===== config.mk =====
export PLATFORM = sky130hd
export DESIGN_NAME = cnn16_ram_loader
export DESIGN_NICKNAME = d
export VERILOG_FILES = /design/src/rtl/cnn16_ram_loader.sv
export SDC_FILE = /design/constraint.sdc
export NUM_CORES = 1
export LEC_CHECK = 0
export CORE_MARGIN = 5
export CORE_UTILIZATION = 35
export CTS_CLUSTER_SIZE = 12
export DETAILED_ROUTE_END_ITERATION = 8
export SYNTH_ARGS = -nofsm -noshare
export SYNTH_HDL_FRONTEND = slang
export SYNTH_SLANG_ARGS = --single-unit
export TNS_END_PERCENT = 5

===== constraint.sdc =====
create_clock -name clk -period 2.3 [get_ports clk]
set_clock_uncertainty 0.2 [all_clocks]
set_input_delay 0.46 -clock clk [delete_from_list [all_inputs] [get_ports clk]]
set_output_delay 0.46 -clock clk [all_outputs]
set_load 0.02 [all_outputs]

===== src/rtl/cnn16_ram_loader.sv =====
// Byte-stream to 16-bit RAM loader: packs byte pairs (high byte first) into words,
// writes them to consecutive addresses from a base and keeps an additive checksum.
//
// state | meaning
// ------+------------------------------------------------------------
// IDLE  | waiting for start; outputs hold their last values
// HI    | accepting the high byte of the next word
// LO    | accepting the low byte; on handshake the write is staged
// WRITE | mem_write high for this single cycle, checksum/counters advance
// DONE  | one-cycle done pulse, then back to IDLE
module cnn16_ram_loader #(
    parameter int DATA_WIDTH = 16,
    parameter int ADDR_WIDTH = 12
) (
    input  logic                  clk,
    input  logic                  rst,
    input  logic                  start,
    input  logic [ADDR_WIDTH-1:0] base_addr,
    input  logic [ADDR_WIDTH:0]   word_count,
    input  logic                  byte_valid,
    input  logic [7:0]            byte_data,
    output logic                  byte_ready,
    output logic                  mem_write,
    output logic [ADDR_WIDTH-1:0] mem_address,
    output logic [DATA_WIDTH-1:0] mem_data_in,
    output logic                  busy,
    output logic                  done,
    output logic [DATA_WIDTH-1:0] checksum
);

    typedef enum logic [2:0] {
        IDLE  = 3'd0,
        HI    = 3'd1,
        LO    = 3'd2,
        WRITE = 3'd3,
        DONE  = 3'd4
    } state_t;

    state_t                state;
    logic [ADDR_WIDTH-1:0] addr;
    logic [ADDR_WIDTH:0]   remaining;
    logic [7:0]            hi_byte;
    logic                  handshake;

    assign handshake = byte_valid && byte_ready;

    always_ff @(posedge clk) begin
        if (rst) begin
            state       <= IDLE;
            addr        <= '0;
            remaining   <= '0;
            hi_byte     <= '0;
            byte_ready  <= 1'b0;
            mem_write   <= 1'b0;
            mem_address <= '0;
            mem_data_in <= '0;
            busy        <= 1'b0;
            done        <= 1'b0;
            checksum    <= '0;
        end else begin
            mem_write <= 1'b0;
            done      <= 1'b0;
            case (state)
                IDLE: begin
                    if (start) begin
                        addr      <= base_addr;
                        remaining <= word_count;
                        checksum  <= '0;
                        if (word_count == '0) begin
                            state <= DONE;
                            done  <= 1'b1;
                        end else begin
                            state      <= HI;
                            busy       <= 1'b1;
                            byte_ready <= 1'b1;
                        end
                    end
                end
                HI: begin
                    if (handshake) begin
                        hi_byte <= byte_data;
                        state   <= LO;
                    end
                end
                LO: begin
                    // The write is staged here so mem_* are registered for the WRITE cycle.
                    if (handshake) begin
                        mem_data_in <= DATA_WIDTH'({hi_byte, byte_data});
                        mem_address <= addr;
                        mem_write   <= 1'b1;
                        byte_ready  <= 1'b0;
                        state       <= WRITE;
                    end
                end
                WRITE: begin
                    checksum  <= checksum + mem_data_in;
                    addr      <= addr + ADDR_WIDTH'(1);
                    remaining <= remaining - (ADDR_WIDTH+1)'(1);
                    if (remaining == (ADDR_WIDTH+1)'(1)) begin
                        state <= DONE;
                        done  <= 1'b1;
                        busy  <= 1'b0;
                    end else begin
                        state      <= HI;
                        byte_ready <= 1'b1;
                    end
                end
                DONE: begin
                    state <= IDLE;
                end
                default: begin
                    state      <= IDLE;
                    busy       <= 1'b0;
                    byte_ready <= 1'b0;
                end
            endcase
        end
    end

endmodule


==> run metrics, run 1 <==
Die Ht=122.6 um; Rows=41; Worst Hold Depth=2; DR DRC count=0; cell with the most instances after synthesis=nand2_1; CP max FO=4; Clock Sink Count=84; Critical Path Max Stage Delay=560 ps; GRT met3 Usage=4.332%; WHS Endpoint=mem_data_in[8]$_SDFFE_PP0P_; GP Congestion=0.8847; Comb power frac=24.2%; vias=4,523; Synthesized Nets=626; vias per std cell=5.302; drt wl/cell=15.71 um; initial antenna violation count=0; CP Launch Type=register; cell mode on critical path=or4_4; relative slew slack=61.45%; overall global routing resource usage=18.48%; CP Data Required Time=2330 ps; met2 Use GR=30.40%; RR Startpoint=remaining[4]$_SDFFE_PP0P_; Period Utilization, post-route=99.31%; #FFs+latches synth=84; worst path bufs/invs=0; Synth area leader=dfxtp_1; Layout fillers=1,259; Routed Antenna Nets=0; Area Growth Syn to Fin=36.72%; TritonCTS clock tree=done; syn_area_per_cell=7.788 um2; final-report hold violation count=0; CTS Root Cell=clkbuf_16; number of synthesized flops with an enable pin=0; GR Util met1=24.12%; share of layout cells above drive strength 1=13.22%; Overall Power=4045 uW; reg2reg end=byte_ready$_SDFFE_PP0P_; Worst Path Arrival=2310 ps; sw power=1271 uW; WL final=13.40 mm; grt peak-use layer=met2; family with the most delay on the worst path=simple AND/OR/NAND/NOR gates; DIE AREA=15,040 um2; switching share of power=31.41%; starting density of the core=35.47%; worst-margin pin slew=572.2 ps; CTS Hold Bufs=0; Synth top area share=37.88%; P_int=2774 uW; worst skew pair latency=350 ps; Fin Setup TNS=0 ps; endpoint type of the worst setup path=register; fmax=437.8 MHz; Setup Fix Bufs, Post-CTS=0; worst reg-to-reg setup slack=20 ps; RSZ-0062 raised after global routing=yes; TritonRoute pass-1 iters=4; H-Tree Depth=3; total core area=12,520 um2; Post-Syn Instances=570; initial drt markers=387; clock tree buffer depth=2; min-delay src=hi_byte[0]$_SDFFE_PP0P_; sequential share of the synthesized area=37.88%; FF-to-FF path depth=5; HP Class=register to register; synth cell count leaders=nand2_1, dfxtp_1, a21oi_1, nor2_1, o21ai_0; dpl hpwl=9.809 mm; Synth Flop Type=dfxtp_1; PD cells=666.4 nW/um2; first-pass GRT wire length=21.82 mm; Area contributors post-synth=dfxtp_1, nand2_1, a21oi_1, ha_1, o21ai_0; Die X-Extent=122.6 um; cell breakdown of the critical path=or4_4 -> or3_4 -> or4_4 -> a31oi_1 -> a211oi_1; pin count of the biggest net entering global routing=63; Layout Nets=732; clock slew at reported path FFs=70 ps; Slew Limit Fails=0; outcome=finished, final reports clean; async set-or-reset flop fraction in the synthesized netlist=0%; TritonCTS buffer count=9; P_leak=0.002252 uW; GRT overflow=0; maxcap violations=0; slowest cell on the critical path=or4_4; clock power share=33.8%; min cycle time layout=2284 ps; Final Setup Violations=0; Seq pwr share=42.0%; kind of critical path=register to register; Max IR drop VDD=0.0003828 V; IO Pins=85; Yosys cell types=62; vias in the first global route=4,341; Antenna Cells=0; Mapped Area=4439 um2; Port Buffers=84; YS warnings=0
[power groups by stage]
stage          Sequential, uW  Combinational (uW)  Clock [uW]
2_1_floorplan            1700                 587           0
3_3_place_gp             1730                 943           0
3_5_place_dp             1730                 957           0
4_1_cts                  1700                 972        1410
5_1_grt                  1720                1090        1460
6_report                 1700                 979        1370
[sequential cells by signal (all words and copies together), names as in the netlist]
| name | cells |
|---|---|
| state | 3 |
| done | 1 |
| addr | 12 |
| remaining | 13 |
| mem_data_in | 16 |
| mem_write | 1 |
| busy | 1 |
| byte_ready | 1 |
| mem_address | 12 |
| checksum | 16 |
| hi_byte | 8 |
[metrics by stage]
step	hold WS, ps	instance area, um2	worst slack, ps	instances	utilization (%)
3_3_place_gp	245.4	5748	-242.7	837	45.92
4_1_cts	260.4	6032	-9.614	853	48.19
2_1_floorplan	231.2	4448	-9.647	570	-
5_1_grt	275.5	6070	-59.08	853	48.49
3_5_place_dp	251.5	5748	-246.8	837	45.92
6_report	253.3	6070	15.79	853	48.49
[layout by cell type, fill, tap and decap left out, drive strengths merged, types with 3 or more instances in the layout]
| master | netlist | routed |
|---|---|---|
| nand2 | 100 | 100 |
| dfxtp | 84 | 84 |
| clkdlybuf4s50 | 0 | 83 |
| a21oi | 70 | 70 |
| buf | 3 | 51 |
| nor2 | 41 | 41 |
| o21ai | 39 | 39 |
| ha | 18 | 18 |
| nand3 | 12 | 12 |
| a22oi | 12 | 12 |
| nor3 | 12 | 12 |
| inv | 10 | 11 |
| mux2i | 10 | 10 |
| a211oi | 10 | 10 |
| clkbuf | 36 | 9 |
| or4 | 8 | 8 |
| o31ai | 7 | 7 |
| and2 | 6 | 6 |
| nand4 | 6 | 6 |
| xnor2 | 6 | 6 |
| a21o | 5 | 5 |
| nor4 | 5 | 5 |
| or3 | 5 | 5 |
| o21a | 4 | 4 |
| clkinvlp | 0 | 4 |
| nand2b | 3 | 3 |
| and3 | 3 | 3 |
| o211ai | 3 | 3 |
| a31oi | 3 | 3 |
| xor2 | 3 | 3 |
| o41ai | 3 | 3 |
| nor3b | 3 | 3 |
| nor2b | 3 | 3 |
| a221oi | 3 | 3 |
[worst max path at each step]
| stage | from | to | slack [ps] | cells after the start |
|---|---|---|---|---|
| finish | remaining[4]$_SDFFE_PP0P_ | byte_ready$_SDFFE_PP0P_ | 20 | 5 |
| global route | mem_data_in[0]$_SDFFE_PP0P_ | checksum[8]$_SDFFE_PP0P_ | -60 | 8 |
| CTS | mem_data_in[0]$_SDFFE_PP0P_ | checksum[8]$_SDFFE_PP0P_ | -10 | 8 |
| detailed placement | start | addr[7]$_SDFFE_PP0P_ | -250 | 7 |
| global placement | start | remaining[3]$_SDFFE_PP0P_ | -240 | 7 |
| floorplan | remaining[4]$_SDFFE_PP0P_ | byte_ready$_SDFFE_PP0P_ | -10 | 6 |
[logic make-up (layout without fill, tap and decap cells)]
group,Yosys count,count (layout),synth area share (%)
simple gates,215,215,22.72
buf+inv,49,160,4.171
compound gates,184,184,25.68
flops,84,84,37.88
mux,10,10,2.255
fa+ha+maj,19,19,5.524
xor+xnor,9,9,1.776
[final cells by class]
type,count,area (um2),share of cell area (%)
Multi-Input combinational cell,437,2628,43.29
Sequential cell,84,1684,27.75
Timing Repair Buffer,134,1227,20.22
Clock buffer,9,225.2,3.711
Tap cell,172,215.2,3.546
Clock inverter,7,52.55,0.8658
Inverter,10,37.54,0.6184
[worst min-delay path, delay by kind of cell, from the launching register on]
family	cells	cell delay, ps
simple gates	1	50
flops	1	310
compound gates	1	50
[metal layers]
metal  share of wire, %  vias to the layer above
li1                   -                     2279
met1                 46                     2126
met2                 47                      102
met3                5.6                       16
met4                1.3                        0
met5                  0                        -
[repair_timing]
item | in CTS | in global routing
cloned | 0 | 0
gates resized for setup | 2 | 11
setup endpoints to repair | 2 | 10
hold endpoints to repair | 0 | 0
pin swaps | 1 | 5
Note: power is estimated with default switching activity, not from simulation.
==> inputs of run 2 (changes only) <==
--- a/config.mk
+++ b/config.mk
@@ -5,6 +5,7 @@
 export SDC_FILE = /design/constraint.sdc
 export NUM_CORES = 1
 export LEC_CHECK = 0
+export CORE_ASPECT_RATIO = 1.4
 export CORE_MARGIN = 5
 export CORE_UTILIZATION = 35
 export CTS_CLUSTER_SIZE = 12
==> run metrics, run 2 (synthesized netlist as in run 1, its figures left out) <==
outcome=finished, final reports clean; IO Pins=85 (unchanged); biggest registers after layout=checksum x16, mem_data_in x16, remaining x13; GR Util met1=22.24% (-1.9 points); H-Tree Depth=3 (unchanged); dpl hpwl=10.51 mm (+7.2%); worst-margin pin slew=529.5 ps (-42.72 ps); Antenna Cells=0 (unchanged); endpoint type of the worst setup path=register; fmax=437.5 MHz (about the same); vias in the first global route=4,709 (+8.5%); clock power share=35.3% (+1.5 points); first-pass GRT wire length=23.27 mm (+6.6%); RSZ-0062 raised after global routing=yes; share of layout cells above drive strength 1=15.37% (+2.2 points); final non-filler cell total=846 (-0.82%); CP max FO=3 (-1); commonest non-fill, non-tap cell in the layout=nand2_1; grt peak-use layer=met2; CTS Root Cell=clkbuf_16; relative slew slack=64.57% (+3.1 points); overall global routing resource usage=18.80% (+0.32 points); Layout Nets=747 (+2.0%); GP Congestion=0.8941 (+1.1%); vias per std cell=5.462 (+3.0%); Port Buffers=84 (unchanged); CP Launch Type=register; Routed Antenna Nets=0 (unchanged); FF-to-FF path depth=8 (+3); Comb power frac=23.5% (-0.7 points); worst reg-to-reg setup slack=10 ps (about the same); sw power=1221 uW (-3.9%); HP Class=input port to register; Placement Setup Slack=-237.0 ps (+9.877 ps); WL final=14.02 mm (+4.6%); commonest non-fill, non-tap cells in the layout=nand2_1, clkdlybuf4s50_1, dfxtp_1; initial drt markers=180 (-53%); worst skew pair latency=340 ps (about the same); Die Ht=143.3 um (+17%); met2 Use GR=33.40% (+3.0 points); maxcap violations=0 (unchanged); Slew Limit Fails=0 (unchanged); Period Utilization, post-route=99.38% (about the same); GRT overflow=0 (unchanged); start point of the critical path=checksum[0]$_SDFFE_PP0P_; vias=4,621 (+2.2%); Final Setup Violations=0 (unchanged); starting density of the core=35.88% (+0.42 points); Max IR drop VDD=0.0003499 V (-8.6%); P_leak=0.002360 uW (+4.8%); P_int=2910 uW (+4.9%); initial antenna violation count=0 (unchanged); switching share of power=29.56% (-1.9 points); clock tree buffer depth=2 (unchanged); PD cells=663.9 nW/um2 (-0.38%); reg2reg end=checksum[12]$_SDFFE_PP0P_; Rows=48 (+17%); Hold Worst Slack=167.4 ps (-85.84 ps); final-report hold violation count=0 (unchanged); drt wl/cell=16.57 um (+5.5%); total core area=12,370 um2 (-1.2%); Seq pwr share=41.2% (-0.8 points); TritonRoute pass-1 iters=4 (unchanged); dpl cells=828 (-1.1%); CP Data Required Time=2310 ps (-20 ps); Critical Path End=checksum[12]$_SDFFE_PP0P_; Area Growth Syn to Fin=40.14%; clock slew at reported path FFs=60 ps (about the same); DR DRC count=0 (unchanged); pin count of the biggest net entering global routing=34 (-46%); Die X-Extent=105.2 um (-14%); min cycle time layout=2286 ps (+1.644 ps); TritonCTS buffer count=9 (unchanged); TritonCTS clock tree=done; Worst Path Arrival=2300 ps (about the same); RR Startpoint=checksum[0]$_SDFFE_PP0P_; kind of critical path=register to register; DIE AREA=15,070 um2 (+0.21%); Clock Sink Count=84 (unchanged); GRT met3 Usage=3.573% (-0.76 points); Worst Setup Slack, final=14.15 ps (-1.644 ps)
[run 2: cell types whose count changed in the layout (fill, tap and decap cells not counted), moves of 2 or more]
| cell | delta |
|---|---|
| buf_12 | +2 |
| buf_4 | +13 |
| clkbuf_1 | +2 |
| clkinvlp_4 | -4 |
| o21ai_2 | +2 |
[run 2: worst min-delay path by stage]
stage                                   endpoint  slack (ps)                        start  cells past startpoint
global placement    mem_data_in[13]$_SDFFE_PP0P_         240      hi_byte[5]$_SDFFE_PP0P_                      2
floorplan           mem_data_in[10]$_SDFFE_PP0P_         230      hi_byte[2]$_SDFFE_PP0P_                      2
detailed placement   mem_address[9]$_SDFFE_PP0P_         250  mem_address[9]$_SDFFE_PP0P_                      2
finish                      addr[0]$_SDFFE_PP0P_         170                          rst                      2
CTS                         addr[0]$_SDFFE_PP0P_         160                          rst                      2
global route                addr[0]$_SDFFE_PP0P_         180                          rst                      2
[run 2: what timing repair did]
item                       4_1_cts  5_1_grt
setup endpoints to repair        6       14
pin swaps                        2        6
resized for setup                7       13
hold buffers                     0        0
buffers inserted                 0        2
[run 2: final cells by class]
class,instances,area (um2)
Multi-Input combinational cell,437,2650
Sequential cell,84,1685
Timing Repair Buffer,149,1365
Tap cell,150,187.7
Fill cell,1236,6151
Clock buffer,12,246.5
Clock inverter,4,48.80
Inverter,10,37.54
[run 2: routing by layer]
| metal | part of all wire, % | wire [um] |
|---|---|---|
| met4 | 2.6 | 363 |
| met5 | 0 | 0 |
| met2 | 52 | 7222 |
| met3 | 4.2 | 593 |
| met1 | 42 | 5838 |
[run 2: worst max-delay path, stage by stage, from the launching register on]
cell,delay (ps)
dfxtp_2,340
ha_4,160
fa_2,390
a21o_1,210
a221oi_4,350
buf_4,170
or4b_4,130
o311a_1,140
o22ai_1,70
[run 2: metrics by stage]
step                      instance area, um2  TNS [ps]  utilization (%)  power, uW
after floorplan                         4448    -9.647                -       2285
after global placement                  5843     -6629            47.23       2648
after detailed placement                5843     -6866            47.23       2683
after CTS                               6167         0            49.85       4154
after global routing                    6221    -382.7            50.28       4349
final                                   6221         0            50.28       4130
[run 2: power by group through the flow]
stage / clock, uW / combinational, uW / sequential (uW)
floorplan: 0 / 587 / 1700
global placement: 0 / 924 / 1720
detailed placement: 0 / 953 / 1730
CTS: 1500 / 959 / 1700
global route: 1550 / 1080 / 1720
finish: 1460 / 972 / 1700
